==> config.mk <==
export PLATFORM = sky130hd
export DESIGN_NAME = mem_access_arbiter
export DESIGN_NICKNAME = d
export VERILOG_FILES = /design/src/rtl/mem_access_arbiter_pkg.sv /design/src/rtl/mem_access_arbiter_resp_stage.sv /design/src/rtl/mem_access_arbiter.sv
export SDC_FILE = /design/constraint.sdc
export NUM_CORES = 1
export LEC_CHECK = 0
export ABC_CLOCK_PERIOD_IN_PS = 2800
export BUFFER_PORTS_ARGS = -buffer_cell sky130_fd_sc_hd__buf_2
export CORE_AREA = 2 2 70 72
export CTS_CLUSTER_SIZE = 30
export DETAILED_ROUTE_END_ITERATION = 7
export DIE_AREA = 0 0 72 74
export PLACE_DENSITY = 0.74
export SLEW_MARGIN = 5
export SYNTH_ARGS = -nofsm -noshare
export SYNTH_HDL_FRONTEND = slang
export SYNTH_SLANG_ARGS = --single-unit
==> constraint.sdc <==
create_clock -name clk -period 2.8 [get_ports clk]
set_clock_uncertainty 0.2 [all_clocks]
set_input_delay 0.42 -clock clk [delete_from_list [all_inputs] [get_ports clk]]
set_output_delay 0.42 -clock clk [all_outputs]
set_load 0.1 [all_outputs]
==> src/rtl/mem_access_arbiter_pkg.sv <==
// Shared owner encodings, latency constants and stage-register layout for the
// instruction-fetch / load-store memory arbiter.
package mem_access_arbiter_pkg;

    typedef enum logic [1:0] {
        OWN_NONE  = 2'd0,
        OWN_FETCH = 2'd1,
        OWN_DATA  = 2'd2
    } owner_t;

    localparam int MEM_RD_LAT   = 1;
    localparam int ARB_RESP_LAT = 2;
    localparam int WAIT_CNT_W   = 4;

endpackage

==> src/rtl/mem_access_arbiter_resp_stage.sv <==
// Second pipeline stage: aligns returning RAM data with its owner, registers
// per-requester read data and emits the one-cycle valid pulses.
module mem_resp_stage
    import mem_access_arbiter_pkg::*;
#(
    parameter int DATA_W = 16
) (
    input  logic              clk,
    input  logic              rst,
    input  logic              vld_p1,
    input  logic [1:0]        own_p1,
    input  logic              rd_p1,
    input  logic [DATA_W-1:0] mem_q,
    output logic              f_valid,
    output logic [DATA_W-1:0] f_rdata,
    output logic              d_valid,
    output logic [DATA_W-1:0] d_rdata
);

    logic       vld_p2;
    logic [1:0] own_p2;

    // ---- stage 1 -> stage 2: mem_q is valid for the access granted last cycle
    always_ff @(posedge clk) begin
        if (rst) begin
            vld_p2  <= 1'b0;
            own_p2  <= OWN_NONE;
            f_rdata <= '0;
            d_rdata <= '0;
        end else begin
            vld_p2 <= vld_p1;
            own_p2 <= own_p1;
            // Stores leave d_rdata untouched so it keeps the last loaded word.
            if (vld_p1 && rd_p1 && (own_p1 == OWN_FETCH)) f_rdata <= mem_q;
            if (vld_p1 && rd_p1 && (own_p1 == OWN_DATA))  d_rdata <= mem_q;
        end
    end

    assign f_valid = vld_p2 && (own_p2 == OWN_FETCH);
    assign d_valid = vld_p2 && (own_p2 == OWN_DATA);

endmodule

==> src/rtl/mem_access_arbiter.sv <==
// Single-port RAM arbiter between instruction fetch and load/store: data has
// priority, fetch is forced through after MAX_WAIT consecutive denials.
module mem_access_arbiter
    import mem_access_arbiter_pkg::*;
#(
    parameter int ADDR_W   = 8,
    parameter int DATA_W   = 16,
    parameter int MAX_WAIT = 3
) (
    input  logic              clk,
    input  logic              rst,
    input  logic              f_req,
    input  logic [ADDR_W-1:0] f_addr,
    output logic              f_gnt,
    output logic              f_valid,
    output logic [DATA_W-1:0] f_rdata,
    input  logic              d_req,
    input  logic              d_we,
    input  logic [ADDR_W-1:0] d_addr,
    input  logic [DATA_W-1:0] d_wdata,
    output logic              d_gnt,
    output logic              d_valid,
    output logic [DATA_W-1:0] d_rdata,
    output logic [ADDR_W-1:0] mem_addr,
    output logic [DATA_W-1:0] mem_data,
    output logic              mem_wren,
    input  logic [DATA_W-1:0] mem_q
);

    logic [WAIT_CNT_W-1:0] wait_cnt;
    logic                  fetch_forced;
    logic                  vld_p1;
    logic [1:0]            own_p1;
    logic                  rd_p1;

    assign fetch_forced = (wait_cnt == WAIT_CNT_W'(MAX_WAIT));

    // ---- stage 0: combinational grant and RAM port mux
    always_comb begin
        f_gnt    = 1'b0;
        d_gnt    = 1'b0;
        mem_addr = '0;
        mem_data = '0;
        mem_wren = 1'b0;
        if (!rst) begin
            f_gnt = f_req && (!d_req || fetch_forced);
            d_gnt = d_req && !f_gnt;
        end
        if (f_gnt) begin
            mem_addr = f_addr;
        end else if (d_gnt) begin
            mem_addr = d_addr;
            mem_data = d_wdata;
            mem_wren = d_we;
        end
    end

    // Counts consecutive denied fetch cycles; saturates so the force condition holds.
    always_ff @(posedge clk) begin
        if (rst) begin
            wait_cnt <= '0;
        end else if (f_req && !f_gnt) begin
            if (!fetch_forced) wait_cnt <= wait_cnt + 1'b1;
        end else begin
            wait_cnt <= '0;
        end
    end

    // ---- stage 0 -> stage 1: remember who owns the access now at the RAM
    always_ff @(posedge clk) begin
        if (rst) begin
            vld_p1 <= 1'b0;
            own_p1 <= OWN_NONE;
            rd_p1  <= 1'b0;
        end else begin
            vld_p1 <= f_gnt || d_gnt;
            own_p1 <= f_gnt ? OWN_FETCH : (d_gnt ? OWN_DATA : OWN_NONE);
            rd_p1  <= f_gnt || (d_gnt && !d_we);
        end
    end

    mem_resp_stage #(.DATA_W(DATA_W)) u_resp (
        .clk     (clk),
        .rst     (rst),
        .vld_p1  (vld_p1),
        .own_p1  (own_p1),
        .rd_p1   (rd_p1),
        .mem_q   (mem_q),
        .f_valid (f_valid),
        .f_rdata (f_rdata),
        .d_valid (d_valid),
        .d_rdata (d_rdata)
    );

endmodule

---- Word-level counts from Yosys, hierarchy flattened ----
Index checks and enable logic that the tools add are counted.
storage, ports and cells
  register bits after elaboration ......... 43
  output and inout port bits .............. 61
  logic and storage cells ................. 44
cells by class
  add/subtract/negate cells ............... 1
  muxes and demuxes ....................... 10
  equal/unequal tests ..................... 5
  reductions and logical operators ........ 18
  bitwise operators ....................... 1
operator list
  kind                   number
  $mux W16               2
  $mux W8                2
  $logic_and A1 B1 Y1    9
  $mux W1                5
  $add A4 B1 Y4 const B  1
  $eq A2 B1 Y1 const B   2
  $eq A2 B2 Y1 const B   2
  $eq A4 B2 Y1 const B   1
  $logic_not A1 Y1       4
  $reduce_or A2 Y1       2
  $logic_or A1 B1 Y1     3
  $mux W2                1
  $not A1 Y1             1

---- Longest topological paths before layout ----
  depth after elaboration ................. 8
  gate-level depth with buffers ........... 5
  gate-level depth less buffers ........... 4

---- By module ----
A second synthesis with hierarchy kept.
second synthesis, totals
  cells, all modules ...................... 191
  area total of the unflattened synthesis .. 1,971.9 µm²
by module, submodules not included
  module              area an instance (µm²)  times used  cells each
  mem_resp_stage      1,450.1                 1           134
  mem_access_arbiter  521.8                   1           57

---- Least setup slack after synthesis ----
OpenSTA, ideal clock, no wires.
  path type ............................... register to output
  start point ............................. register wait_cnt[0]
  end point ............................... output mem_addr[5]
  setup slack ............................. 0.123 ns
  buffers on the path ..................... 1
  arrival time ............................ 2.057 ns
  cell stages (with the launch flop) ...... 6
  cell sequence ........................... dfxtp_1 > ha_1 > nor3b_4 > o211a_1 > buf_6 > a22o_1
between the ends
  elaborated cells between the ends (all ways) .. 9
RTL lines
  what                    line                      text
  start, declared         mem_access_arbiter.sv:30  logic [WAIT_CNT_W-1:0] wait_cnt;
  start signal, assigned  mem_access_arbiter.sv:63  if (!fetch_forced) wait_cnt <= wait_cnt + 1'b1;
  $eq A4 B2 Y1            mem_access_arbiter.sv:36  assign fetch_forced = (wait_cnt == WAIT_CNT_W'(MAX_WAIT));
  $logic_or A1 B1 Y1      mem_access_arbiter.sv:46  f_gnt = f_req && (!d_req || fetch_forced);
  $logic_and A1 B1 Y1     mem_access_arbiter.sv:46
  $mux W1                 mem_access_arbiter.sv:45  if (!rst) begin
  via f_gnt               mem_access_arbiter.sv:14  output logic f_gnt,
  $mux W8                 mem_access_arbiter.sv:49  if (f_gnt) begin
  end, declared           mem_access_arbiter.sv:24  output logic [ADDR_W-1:0] mem_addr,
The timed path passes the listed nets, and every way through them passes these cells.

---- Final worst setup path ----
  start point ............................. register wait_cnt[0]
  end point ............................... output mem_addr[5]
between the ends
  word-level cells in the longest chain between the ends .. 8
  elaborated cells between the ends (all ways) .. 9
RTL lines
  what                     line                      text
  $eq A4 B2 Y1 (*)         mem_access_arbiter.sv:36
  $logic_or A1 B1 Y1 (*)   mem_access_arbiter.sv:46
  $logic_and A1 B1 Y1 (*)  mem_access_arbiter.sv:46
  $logic_not A1 Y1         mem_access_arbiter.sv:47  d_gnt = d_req && !f_gnt;
  $logic_and A1 B1 Y1      mem_access_arbiter.sv:47
  $mux W1                  mem_access_arbiter.sv:45
  $mux W8                  mem_access_arbiter.sv:51  end else if (d_gnt) begin
  $mux W8 (*)              mem_access_arbiter.sv:49
Every way passes the cells marked *; elsewhere a longest branch is shown, timed or not.

==> impl_metrics.env <==
export IMPL_clock_tree_htree_level_count=2
export IMPL_crit_share_post_route=0.936
export IMPL_crit_path_max_fanout=10
export IMPL_antenna_left=0
export IMPL_r2r_end="rd_p1"
export IMPL_path_buf_inv=1
export IMPL_path_depth=5
export IMPL_layout_min_cycle_time_ns=2.62
export IMPL_cp_cell_sequence="ha_1, nor3b_4, o211a_2, a22o_1, buf_12"
export IMPL_initial_core_util=0.384
export IMPL_startpoint_type="register"
export IMPL_worst_r2r_setup_slack_ns=1.10
export IMPL_die_area_um2=5330
export IMPL_slew_violations=0
export IMPL_outcome="finished clean"
export IMPL_ys_seq_elements=43
export IMPL_final_common_cell="buf_2"
export IMPL_cts_repair_resize_count=0
export IMPL_setup_violations_final=0
export IMPL_synth_adder_area_share=0.00709
export IMPL_total_routing_resource_utilization_after_global_routing=0.176
export IMPL_actual_transition_at_the_worst_max_transition_pin_ns=0.734
export IMPL_route_detailed_wl_per_inst_um=12.4
export IMPL_synth_compound_area_share=0.162
export IMPL_share_of_synthesized_cell_area_in_and_or_nand_and_nor_gates=0.279
export IMPL_synth_cell_type_count=29
export IMPL_fillCellCount=398
export IMPL_place_hpwl_um=3680
export IMPL_postPlaceCellArea_um2=2710
export IMPL_cp_end_kind="output port"
export IMPL_antenna_found_initial=0
export IMPL_io_pin_count=114
export IMPL_clock_tree_buffer_depth=2
export IMPL_critical_path_slowest_cell="o211a_2"
export IMPL_drv_cap=0
export IMPL_syn_mean_instance_area_um2=8.49
export IMPL_worst_skew_pair_late_latency_ns=0.29
export IMPL_grt_ovfl_total=0
export IMPL_clock_tree_from_tritoncts="yes"
export IMPL_timing_hold_worst_endpoint="rd_p1"
export IMPL_cts_buffers_inserted=5
export IMPL_yosysSeqAreaShare=0.488
export IMPL_rsz_0062_raised_after_global_routing="false"
export IMPL_drt_iter0_drc=63
export IMPL_hp_start="d_we"
export IMPL_ys_async_sr_fraction=0
export IMPL_global_route_wire_length_before_repair_um=7200
export IMPL_max_slew_margin_rel=0.508
export IMPL_finish_net_count=370
export IMPL_worst_setup_path_type="reg -> out"
export IMPL_ctsHoldBuffers=0
export IMPL_total_power_mw=1.32
export IMPL_cp_required_ns=2.18
export IMPL_fraction_of_final_layout_cells_with_drive_strength_greater_than_1=0.429
export IMPL_totalNegativeSetupSlack_ns=0
export IMPL_worst_slack_ns=0.180
export IMPL_flip_flop_cell_with_the_highest_count_after_synthesis="dfxtp_1"
export IMPL_regToRegStartpoint="wait_cnt[0]"
export IMPL_critical_path_top_delay_family="compound AO/OA/AOI/OAI gates"
export IMPL_placementRows=25
export IMPL_clock_sinks=43
export IMPL_most_common_layout_cells="buf_2, nand2_1, dfxtp_1"
export IMPL_firstDrtPassIters=4
export IMPL_number_of_setup_buffers_added_after_cts=0
export IMPL_chipWidth_um=72
export IMPL_via_count=1827
export IMPL_place_congestion=0.783
export IMPL_leakage_nw=1.26
export IMPL_synth_top_family_by_area="simple AND/OR/NAND/NOR gates"
export IMPL_num_antenna_cells=0
export IMPL_crit_path_start="wait_cnt[0]"
export IMPL_postSynthNetCount=262
export IMPL_core_area_um2=4600
export IMPL_finalInstanceArea_um2=2800
export IMPL_post_place_ws_ns=0.390
export IMPL_synth_edff_count=0
export IMPL_area_delta_synth_final_pct=58.3
export IMPL_power_density_nw_per_um2=473
export IMPL_synthCells=208
export IMPL_critical_path_max_stage_delay_ns=0.37
export IMPL_crit_arrival_ns=2.00
export IMPL_worst_hold_path_type="in -> reg"
export IMPL_grt_pass1_vias=1750
export IMPL_yosys_area_share_xor_xnor=0.00496
export IMPL_cts_reportedPaths_clkPinSlew_ns=0.08
export IMPL_floorplan_die_height_um=74
export IMPL_drcViolationCount=0
export IMPL_detail_route_wirelength_um=4620
export IMPL_clk_root_buffer_cell="clkbuf_8"
export IMPL_power_ir_vdd_worst_uv=226
export IMPL_drt_vias_per_instance=4.92
export IMPL_grt_max_degree=37
export IMPL_dp_cells=363
export IMPL_post_synth_mux_area_share=0.00638
export IMPL_fmaxAchievable_mhz=382
export IMPL_reg2regPathDepth=4
export IMPL_number_of_port_buffers=113
export IMPL_syn_cell_area_um2=1770
export IMPL_hold_path_depth=2
export IMPL_report_final_hold_viol_count=0
export IMPL_stdcell_count=371
export IMPL_synthesis_yosys_warnings=0
[sequential cells by signal (all words and copies together), names as in the netlist]
signal / count
rd_p1: 1
own_p1: 2
vld_p1: 1
wait_cnt: 4
u_resp.d_rdata: 16
u_resp.own_p2: 2
u_resp.vld_p2: 1
u_resp.f_rdata: 16
[routing by layer]
layer,global-route usage,share of wire,up-vias,wire (um)
met1,0.173,0.37,827,1720
met2,0.336,0.51,93,2370
met3,0.0610,0.098,7,453
met4,0.0713,0.016,0,72
li1,-,-,900,-
met5,0,0,-,0
[logic make-up (layout without fill, tap and decap cells)]
family	after synthesis	count (layout)
simple gates	102	102
compound gates	45	45
flops	43	43
buf+inv	15	124
fa+ha+maj	1	1
xor+xnor	1	1
mux	1	1
[worst max-delay path by stage]
stage                              to  slack, ns
after floorplan           mem_addr[5]       0.12
after global placement          f_gnt       0.47
after CTS                       f_gnt       0.07
after detailed placement        f_gnt       0.39
after global routing      mem_addr[5]       0.02
final                     mem_addr[5]       0.18
[power by group]
group | total [mW] | switching (mW) | internal (mW) | leakage, nW
Combinational | 0.334 | 0.220 | 0.115 | 0.873
Sequential | 0.627 | 0.00605 | 0.620 | 0.348
Clock | 0.363 | 0.188 | 0.175 | 0.0422
[Yosys cell counts, types with 3 or more instances]
cell | instances | share of area
and2_1 | 11 | 0.039
nor2b_1 | 3 | 0.011
nor2_1 | 5 | 0.011
buf_6 | 3 | 0.019
dfxtp_1 | 43 | 0.49
a22o_2 | 6 | 0.034
a21oi_1 | 33 | 0.094
buf_2 | 5 | 0.014
nand2_1 | 66 | 0.14
and2_2 | 6 | 0.026
[metrics by stage]
| stage | util | hold WS [ns] |
|---|---|---|
| floorplan | - | 0.232 |
| global placement | 0.590 | 0.241 |
| detailed placement | 0.590 | 0.246 |
| CTS | 0.607 | 0.152 |
| global route | 0.608 | 0.163 |
| finish | 0.608 | 0.151 |
[area by class of cell]
| type | instances | area [um^2] | share of cell area |
|---|---|---|---|
| Clock buffer | 7 | 76.3 | 0.0273 |
| Clock inverter | 1 | 5.00 | 0.00179 |
| Inverter | 2 | 7.51 | 0.00269 |
| Multi-Input combinational cell | 150 | 812 | 0.291 |
| Sequential cell | 43 | 861 | 0.308 |
| Tap cell | 54 | 67.6 | 0.0242 |
| Timing Repair Buffer | 114 | 966 | 0.346 |
Note: power is estimated with default switching activity, not from simulation.
